==> src/rtl/seq_array_mult_if.sv <==
// Handshake bundle for seq_array_mult: operand channel (in_valid/in_ready,
// m, q, optional tc) and product channel (out_valid/out_ready, p), plus busy.
// master: the producer/consumer side driving operands and out_ready.
// slave : the multiplier itself.
// Optional tc line is present only when MULT_SIGNED_EN is defined.
interface seq_array_mult_if #(
  parameter int unsigned WIDTH = 4
);
  logic                 in_valid;
  logic                 in_ready;
  logic [WIDTH-1:0]     m;
  logic [WIDTH-1:0]     q;
`ifdef MULT_SIGNED_EN
  logic                 tc;
`endif
  logic                 out_valid;
  logic                 out_ready;
  logic [2*WIDTH-1:0]   p;
  logic                 busy;

  modport master (
`ifdef MULT_SIGNED_EN
    output tc,
`endif
    output in_valid, m, q, out_ready,
    input  in_ready, out_valid, p, busy
  );

  modport slave (
`ifdef MULT_SIGNED_EN
    input  tc,
`endif
    input  in_valid, m, q, out_ready,
    output in_ready, out_valid, p, busy
  );
endinterface

==> src/rtl/seq_array_mult.sv <==
// Iterative shift-add multiplier: one WIDTH x WIDTH product per transaction,
// WIDTH step cycles, one shared WIDTH-bit adder.
// Ports:
//   clk  - rising-edge clock
//   rst  - asynchronous active-high reset
//   bus  - seq_array_mult_if.slave (in_valid/in_ready, m, q, [tc],
//          out_valid/out_ready, p, busy)
// Macro MULT_SIGNED_EN: adds tc; operands become magnitudes on accept and the
// product is negated on DONE entry when the operand signs differ.
module seq_array_mult #(
  parameter int unsigned WIDTH = 4
) (
  input logic            clk,
  input logic            rst,
  seq_array_mult_if.slave bus
);

  localparam int unsigned PW = 2 * WIDTH;
  localparam int unsigned CW = $clog2(WIDTH) + 1;

  localparam logic [1:0] IDLE = 2'd0;
  localparam logic [1:0] RUN  = 2'd1;
  localparam logic [1:0] DONE = 2'd2;

  logic [1:0]       state_q, state_d;
  logic [WIDTH-1:0] mreg_q, mreg_d;
  logic [PW-1:0]    acc_q, acc_d;
  logic [CW-1:0]    cnt_q, cnt_d;
  logic [PW-1:0]    p_q, p_d;
  logic             in_ready_q, in_ready_d;
  logic             out_valid_q, out_valid_d;
  logic             busy_q, busy_d;
`ifdef MULT_SIGNED_EN
  logic             neg_q, neg_d;
`endif

  logic [WIDTH-1:0] m_mag;
  logic [WIDTH-1:0] q_mag;
  logic [WIDTH:0]   add_sum;
  logic [WIDTH:0]   step_hi;
  logic [PW-1:0]    acc_step;
  logic [PW-1:0]    result;

  // Operand conditioning: magnitudes in signed mode, pass-through otherwise.
  always_comb begin
    m_mag = bus.m;
    q_mag = bus.q;
`ifdef MULT_SIGNED_EN
    if (bus.tc && bus.m[WIDTH-1]) m_mag = ~bus.m + WIDTH'(1);
    if (bus.tc && bus.q[WIDTH-1]) q_mag = ~bus.q + WIDTH'(1);
`endif
  end

  // One shift-add step: conditional add into the upper half, then shift right
  // with the adder carry entering at the MSB.
  always_comb begin
    add_sum  = {1'b0, acc_q[PW-1:WIDTH]} + {1'b0, mreg_q};
    step_hi  = acc_q[0] ? add_sum : {1'b0, acc_q[PW-1:WIDTH]};
    acc_step = {step_hi, acc_q[WIDTH-1:1]};
`ifdef MULT_SIGNED_EN
    result   = neg_q ? (~acc_step + PW'(1)) : acc_step;
`else
    result   = acc_step;
`endif
  end

  // Next-state and datapath control.
  always_comb begin
    state_d = state_q;
    mreg_d  = mreg_q;
    acc_d   = acc_q;
    cnt_d   = cnt_q;
    p_d     = p_q;
`ifdef MULT_SIGNED_EN
    neg_d   = neg_q;
`endif
    case (state_q)
      IDLE: begin
        if (bus.in_valid) begin
          mreg_d  = m_mag;
          acc_d   = {WIDTH'(0), q_mag};
          cnt_d   = '0;
          state_d = RUN;
`ifdef MULT_SIGNED_EN
          neg_d   = bus.tc & (bus.m[WIDTH-1] ^ bus.q[WIDTH-1]);
`endif
        end
      end
      RUN: begin
        acc_d = acc_step;
        cnt_d = cnt_q + CW'(1);
        if (cnt_q == CW'(WIDTH - 1)) begin
          state_d = DONE;
          p_d     = result;
        end
      end
      DONE: begin
        if (bus.out_ready) state_d = IDLE;
      end
      default: state_d = IDLE;
    endcase
    // Status flags are registered copies of the next-state decode.
    in_ready_d  = (state_d == IDLE);
    out_valid_d = (state_d == DONE);
    busy_d      = (state_d == RUN) || (state_d == DONE);
  end

  always_ff @(posedge clk or posedge rst) begin
    if (rst) begin
      state_q     <= IDLE;
      mreg_q      <= '0;
      acc_q       <= '0;
      cnt_q       <= '0;
      p_q         <= '0;
      in_ready_q  <= 1'b1;
      out_valid_q <= 1'b0;
      busy_q      <= 1'b0;
`ifdef MULT_SIGNED_EN
      neg_q       <= 1'b0;
`endif
    end else begin
      state_q     <= state_d;
      mreg_q      <= mreg_d;
      acc_q       <= acc_d;
      cnt_q       <= cnt_d;
      p_q         <= p_d;
      in_ready_q  <= in_ready_d;
      out_valid_q <= out_valid_d;
      busy_q      <= busy_d;
`ifdef MULT_SIGNED_EN
      neg_q       <= neg_d;
`endif
    end
  end

  assign bus.in_ready  = in_ready_q;
  assign bus.out_valid = out_valid_q;
  assign bus.busy      = busy_q;
  assign bus.p         = p_q;

endmodule

==> src/flat_wrapper.sv <==
// flat-port wrapper written by rule: the top's interface ports become plain ports
module seq_array_mult_flat 
#(
  parameter int unsigned WIDTH = 4
)
  (clk, rst, bus_in_valid, bus_m, bus_q, bus_out_ready, bus_in_ready, bus_out_valid, bus_p, bus_busy);
  seq_array_mult_if #(.WIDTH(WIDTH)) bus_i ();
  input logic clk;
  input logic rst;
  input wire logic [$bits(bus_i.in_valid)-1:0] bus_in_valid;
  input wire logic [$bits(bus_i.m)-1:0] bus_m;
  input wire logic [$bits(bus_i.q)-1:0] bus_q;
  input wire logic [$bits(bus_i.out_ready)-1:0] bus_out_ready;
  output wire logic [$bits(bus_i.in_ready)-1:0] bus_in_ready;
  output wire logic [$bits(bus_i.out_valid)-1:0] bus_out_valid;
  output wire logic [$bits(bus_i.p)-1:0] bus_p;
  output wire logic [$bits(bus_i.busy)-1:0] bus_busy;
  assign bus_i.in_valid = bus_in_valid;
  assign bus_i.m = bus_m;
  assign bus_i.q = bus_q;
  assign bus_i.out_ready = bus_out_ready;
  assign bus_in_ready = bus_i.in_ready;
  assign bus_out_valid = bus_i.out_valid;
  assign bus_p = bus_i.p;
  assign bus_busy = bus_i.busy;
  seq_array_mult #(.WIDTH(WIDTH)) u_core (.clk(clk), .rst(rst), .bus(bus_i));
endmodule
==> config.mk <==
export PLATFORM = sky130hd
export DESIGN_NAME = seq_array_mult_flat
export DESIGN_NICKNAME = d
export VERILOG_FILES = /design/src/rtl/seq_array_mult_if.sv /design/src/rtl/seq_array_mult.sv /design/src/flat_wrapper.sv
export SDC_FILE = /design/constraint.sdc
export NUM_CORES = 1
export LEC_CHECK = 0
export CAP_MARGIN = 20
export CORE_MARGIN = 1
export CORE_UTILIZATION = 51
export DETAILED_ROUTE_END_ITERATION = 10
export PLACE_DENSITY = 0.77
export SYNTH_ARGS = -nofsm -noshare
export SYNTH_HDL_FRONTEND = slang
export SYNTH_SLANG_ARGS = --single-unit
==> constraint.sdc <==
create_clock -name clk -period 2 [get_ports clk]
set_input_delay 0.4 -clock clk [delete_from_list [all_inputs] [get_ports clk]]
set_output_delay 0.4 -clock clk [all_outputs]
set_load 0.05 [all_outputs]
==> results of run 1 <==
worst paths after layout:
check	start	to	cells past startpoint	slack (ns)
hold / removal	rst	u_core.bus.p[3]	2	0.32
hold reg to reg	u_core.bus.p[1]	u_core.bus.p[1]	2	0.49
max in group asynchronous	rst	u_core.bus.in_ready	3	1.14
min in group clk	u_core.bus.p[1]	u_core.bus.p[1]	2	0.49
setup reg to reg	u_core.acc_q[4]	u_core.acc_q[7]	7	0.34
setup / recovery	u_core.bus.p[7]	bus_p[7]	1	0.08
registers in the layout, summed over array words and instances, names as in the netlist:
register,flops
u_core.state_q,2
u_core.acc_q,8
u_core.bus.p,8
u_core.bus.in_ready,1
u_core.mreg_q,4
u_core.cnt_q,3
u_core.bus.out_valid,1
u_core.bus.busy,1
layout by cell type (no fill, tap or decap):
| cell | count |
|---|---|
| nand2_1 | 27 |
| dfrtp_1 | 27 |
| clkdlybuf4s50_1 | 21 |
| o21ai_0 | 17 |
| inv_1 | 8 |
| ha_1 | 8 |
| a21oi_1 | 3 |
| mux2_4 | 3 |
| a22oi_1 | 3 |
| clkbuf_4 | 3 |
| buf_4 | 3 |
| and3_1 | 2 |
| nand2b_1 | 2 |
| o21bai_1 | 2 |
| mux2i_1 | 2 |
| nor2_1 | 2 |
| nor2b_1 | 2 |
| nand3_1 | 1 |
| and2b_1 | 1 |
| and2_4 | 1 |
| mux2_2 | 1 |
| xnor2_1 | 1 |
| a31oi_1 | 1 |
| o21a_1 | 1 |
| a21oi_2 | 1 |
| inv_2 | 1 |
| a22o_2 | 1 |
| a22o_1 | 1 |
| fa_1 | 1 |
| clkbuf_1 | 1 |
| dfstp_2 | 1 |
report_power, final:
group | switching, W | internal (W) | leakage, nW
clock | 0.000167 | 0.0000784 | 0.0150
sequential | 0.000179 | 0.000808 | 0.354
combinational | 0.000763 | 0.000505 | 0.364
final cells by class:
cell class | count | area (sq um)
inverter | 9 | 33.8
multi-input combinational | 84 | 552
clock buffer | 4 | 26.3
timing repair buffer | 24 | 233
tap | 30 | 37.5
fill | 216 | 893
sequential | 28 | 702
per-stage QoR:
stage	instance area (sq um)	power (W)	hold WS, ns
2_1_floorplan	1330	0.00193	0.450
3_5_place_dp	1560	0.00227	0.463
4_1_cts	1580	0.00252	0.320
5_1_grt	1580	0.00269	0.328
3_3_place_gp	1560	0.00222	0.458
6_report	1580	0.00250	0.316
routing by layer:
layer	GRT usage [%]	part of all wire (%)	wire [um]	vias to the layer above
li1	-	-	-	469
met2	31.9	46	1100	22
met4	12.3	3.2	76	0
met3	2.87	3.2	77	8
met5	0	0	0	-
met1	27.6	48	1150	439
cells by family (layout without fill, tap and decap cells):
family,Yosys count,in the layout,synth area share (%)
DFF,28,28,52.8
adders and majority gates,9,9,9.04
xor gates and xnor gates,1,1,0.659
buffers and inverters,15,37,5.65
and+or+nand+nor,38,38,12.6
muxes,6,6,5.74
AOI/OAI and AO/OA,30,30,13.5
==> out/qor.tcl, run 1 <==
set qor(synth_seq_cells) 28
set qor(number_of_max_slew_violations_in_the_final_report) 0
set qor(initialDrtViolationCount) 26
set qor(area_delta_synth_final_pct) 19.2
set qor(port-buffer-count) 22
set qor(status) {finished, final reports clean}
set qor(finish.net_count) 171
set qor(num_antenna_cells) 0
set qor(h_tree_level_count) 1
set qor(routed_via_density) 5.24
set qor(ctsHoldBuffers) 0
set qor(timing.critical_path.from_type) {register}
set qor(cpMaxStageDelayCell) {clkdlybuf4s50_1}
set qor(groute.usage.overall_pct) 20.7
set qor(ctsLongestPathBuffers) 2
set qor(finClkSkew_ns) 0.00441
set qor(cp.required_ns) 1.60
set qor(cts_resized) 0
set qor(antenna_found_initial) 0
set qor(drv.max_cap_violation_count) 0
set qor(gp_congestion) 0.803
set qor(global_route.overflow_total) 0
set qor(critical_path.n_buffers_inverters) 1
set qor(drtPass1Iterations) 4
set qor(path_clk_slew_ns) 0.15
set qor(vdd.ir_drop.worst_mv) 0.998
set qor(async_reset_ff_share_pct) 100
set qor(post_drt_wl_per_cell_um) 13.4
set qor(critical_path.endpoint_type) {output port}
set qor(core_region_area_sq_um) 2480
set qor(achievable-frequency_mhz) 520
set qor(die_x_um) 53.0
set qor(synth.yosys.seq_area_share_pct) 52.8
set qor(final_hold_viol_count) 0
set qor(die_outline_area_sq_um) 2810
set qor(floorplan.io_pins) 23
set qor(syn-mean-instance-area_sq_um) 10.5
set qor(synth_warnings) 0
set qor(synth_top_cell_area_share_pct) 50.8
set qor(clkSinkCount) 28
set qor(cell_area_after_synthesis_sq_um) 1330
set qor(hpwl_um) 1820
set qor(crit_fanout) 2
set qor(fp.dieH_um) 53.0
set qor(setup_viol) 0
set qor(grt_pass1_vias) 946
set qor(worst_slack_placed_ns) 0.124
set qor(yosys.area.top_type) {dfrtp_1}
set qor(numCtsBuffers) 3
set qor(cp_data_arrival_time_ns) 1.52
set qor(worstSetupPathType) {reg2out}
set qor(start_util_pct) 53.6
set qor(layout.cells.non_filler) 179
set qor(source_to_sink_clock_delay_at_the_later_pin_of_the_worst_skew_pair_ns) 0.33
set qor(yosys-top-cells-area) {dfrtp_1 (51%), nand2_1 (7.6%), ha_1 (7.5%)}
set qor(power_density_nw_per_um2) 1580
set qor(critical-path-max-stage-delay_ns) 0.81
set qor(placed_cells_incl_taps) 175
set qor(post_synthesis_cell_count) 127
set qor(post_detailed_routing_wire_length_um) 2410
set qor(fraction_of_layout_instances_using_a_drive_strength_above_1_pct) 10.1
set qor(critical_path.top_delay_family) {buffers and inverters}
set qor(post-cts-setup-buffers) 0
set qor(core.rowCount) 18
set qor(final.period_utilization_pct) 96.2
set qor(mappedNetlistNets) 148
set qor(grt_max_degree) 16
set qor(worst_slew_margin_rel_pct) 47.4
set qor(synth_ff_type) {dfrtp_1}
set qor(synth.top_cells.by_count) {dfrtp_1 (27), nand2_1 (27), o21ai_0 (17), ha_1 (8), inv_1 (8)}
set qor(library_cell_used_as_clock_root_buffer) {clkbuf_4}
set qor(leakage_nw) 0.733
set qor(tritoncts) {yes}
set qor(worst-slew-pin-transition_ns) 0.787
set qor(grt_first_pass_wirelength_um) 4090
set qor(synth.lib_cells_used.distinct) 30
set qor(timing.critical_path.cells) {clkdlybuf4s50_1}
set qor(grt_setup_unrepaired) {no}
set qor(final.min_clock_period_ns) 1.92
set qor(timing.setup.tns_ns) 0
set qor(drt_drc_violations_left) 0
set qor(final_ws_setup_ns) 0.0759
set qor(synth-edff-count) 0
set qor(via_count) 938
set qor(postRouteAntennaNets) 0
set qor(timing.hold.worst.class) {in2async}
set qor(post-route-util_pct) 63.9
Power figures use the tool's default switching activity.
==> run 2, diff against run 1 <==
--- a/config.mk
+++ b/config.mk
@@ -9,6 +9,7 @@
 export CORE_MARGIN = 1
 export CORE_UTILIZATION = 51
 export DETAILED_ROUTE_END_ITERATION = 10
+export GPL_TIMING_DRIVEN = 0
 export PLACE_DENSITY = 0.77
 export SYNTH_ARGS = -nofsm -noshare
 export SYNTH_HDL_FRONTEND = slang
==> out/qor.tcl, run 2 (synthesis gave the netlist of run 1 again) <==
set qor(leakage_nw) 0.767 ;# +4.7%
set qor(post-cts-setup-buffers) 0 ;# unchanged
set qor(timing.critical_path.cells) {clkdlybuf4s50_1}
set qor(grt_setup_unrepaired) {no}
set qor(worst_slack_placed_ns) 0.287 ;# +0.163 ns
set qor(vdd.ir_drop.worst_mv) 0.970 ;# -2.8%
set qor(multi_input_comb_area_sq_um) 552 ;# unchanged
set qor(layout_common_cells) {nand2_1 (27), dfrtp_1 (27), clkdlybuf4s50_1 (21)}
set qor(worstSetupPathType) {reg2out}
set qor(placed_cell_area_sq_um) 1590 ;# +1.8%
set qor(post_detailed_routing_wire_length_um) 2340 ;# -2.8%
set qor(source_to_sink_clock_delay_at_the_later_pin_of_the_worst_skew_pair_ns) 0.32 ;# about the same
set qor(area.sequential_sq_um) 702 ;# unchanged
set qor(drv.max_cap_violation_count) 0 ;# unchanged
set qor(finish.net_count) 176 ;# +2.9%
set qor(die_x_um) 53.0 ;# unchanged
set qor(crit_fanout) 2 ;# unchanged
set qor(setup_viol) 0 ;# unchanged
set qor(final_area_sq_um) 1650 ;# +4.1%
set qor(numCtsBuffers) 3 ;# unchanged
set qor(worst-slew-pin-transition_ns) 0.496 ;# -0.291 ns
set qor(drt_drc_violations_left) 0 ;# unchanged
set qor(finClkSkew_ns) 0.00398 ;# -0.000430 ns
set qor(routed_via_density) 5.20 ;# -0.75%
set qor(core.rowCount) 18 ;# unchanged
set qor(fraction_of_layout_instances_using_a_drive_strength_above_1_pct) 12.3 ;# +2.3 points
set qor(core_region_area_sq_um) 2480 ;# unchanged
set qor(status) {finished, final reports clean}
set qor(critical-path-max-stage-delay_ns) 0.81 ;# about the same
set qor(post_drt_wl_per_cell_um) 12.7 ;# -5.4%
set qor(num_antenna_cells) 0 ;# unchanged
set qor(critical_path.endpoint_type) {output port}
set qor(area_delta_synth_final_pct) 24.1
set qor(final_hold_viol_count) 0 ;# unchanged
set qor(placed_cells_incl_taps) 179 ;# +2.3%
set qor(ctsHoldBuffers) 0 ;# unchanged
set qor(fp.dieH_um) 53.0 ;# unchanged
set qor(clkSinkCount) 28 ;# unchanged
set qor(cp.required_ns) 1.60 ;# about the same
set qor(timing.critical_path.from_type) {register}
set qor(final.min_clock_period_ns) 1.93 ;# +0.00154 ns
set qor(number_of_max_slew_violations_in_the_final_report) 0 ;# unchanged
set qor(final.period_utilization_pct) 96.3 ;# about the same
set qor(via_count) 957 ;# +2.0%
set qor(gp_congestion) 0.794 ;# -1.2%
set qor(floorplan.io_pins) 23 ;# unchanged
set qor(grt_first_pass_wirelength_um) 3990 ;# -2.5%
set qor(ctsLongestPathBuffers) 2 ;# unchanged
set qor(hpwl_um) 1760 ;# -3.4%
set qor(achievable-frequency_mhz) 519 ;# about the same
set qor(start_util_pct) 53.6 ;# unchanged
set qor(worst_slew_margin_rel_pct) 66.8 ;# +19 points
set qor(critical_path.top_delay_family) {buffers and inverters}
set qor(groute.usage.overall_pct) 19.5 ;# -1.2 points
set qor(die_outline_area_sq_um) 2810 ;# unchanged
set qor(port-buffer-count) 22 ;# unchanged
set qor(library_cell_used_as_clock_root_buffer) {clkbuf_4}
set qor(timing.setup.tns_ns) 0 ;# unchanged
set qor(global_route.overflow_total) 0 ;# unchanged
set qor(layout.cells.non_filler) 184 ;# +2.8%
set qor(power_density_nw_per_um2) 1560 ;# -1.1%
set qor(drtPass1Iterations) 4 ;# unchanged
set qor(postRouteAntennaNets) 0 ;# unchanged
set qor(grt_max_degree) 29 ;# +13
set qor(path_clk_slew_ns) 0.15 ;# about the same
set qor(timing.hold.worst.class) {in2async}
set qor(fillerInstances) 214 ;# -0.93%
set qor(critical_path.n_buffers_inverters) 1 ;# unchanged
set qor(cpMaxStageDelayCell) {clkdlybuf4s50_1}
set qor(antenna_found_initial) 0 ;# unchanged
set qor(final_ws_setup_ns) 0.0743 ;# -0.00154 ns
set qor(cts_resized) 1 ;# +1
set qor(tritoncts) {yes}
set qor(cp_data_arrival_time_ns) 1.53 ;# about the same
set qor(h_tree_level_count) 1 ;# unchanged
set qor(initialDrtViolationCount) 11 ;# -58%
set qor(grt_pass1_vias) 933 ;# -1.4%
## run 2: routing by layer
layer  vias to the layer above  GRT usage, %  share of wire [%]
met2                        17          33.8                 50
met4                         0          5.70               0.64
met3                         2          2.87                4.3
li1                        474             -                  -
met5                         -             0                  0
met1                       464          25.0                 45
## run 2: cell type report
class	count	share of cell area, %
timing repair buffer	23	14.9
buffer	6	2.50
tap	30	2.28
inverter	9	2.05
multi-input combinational	84	33.5
sequential	28	42.6
clock buffer	4	2.20
## run 2: final timing paths
| check | start | to | slack (ns) | depth (start not counted) |
|---|---|---|---|---|
| max | u_core.bus.p[6] | bus_p[6] | 0.07 | 1 |
| min | rst | u_core.bus.p[1] | 0.26 | 2 |
| max reg2reg | u_core.acc_q[4] | u_core.bus.p[7] | 0.35 | 7 |
| min reg2reg | u_core.bus.p[0] | u_core.bus.p[0] | 0.50 | 2 |
| max in group asynchronous | rst | u_core.bus.in_ready | 1.28 | 3 |
| min in group clk | u_core.bus.p[0] | u_core.bus.p[0] | 0.50 | 2 |
## run 2: report_power, final
part	internal [W]	switching, W	leakage, nW
logic	0.000547	0.000814	0.393
clock network	0.000111	0.000163	0.0210
registers	0.000807	0.000131	0.354
total	0.00147	0.00111	0.767
## run 2: metrics by stage
step	total power (W)	hold WS, ns	utilization, %
6_report	0.00257	0.263	66.6
4_1_cts	0.00259	0.503	65.5
3_5_place_dp	0.00232	0.469	64.0
5_1_grt	0.00278	0.268	66.6
2_1_floorplan	0.00193	0.450	-
3_3_place_gp	0.00226	0.458	64.0
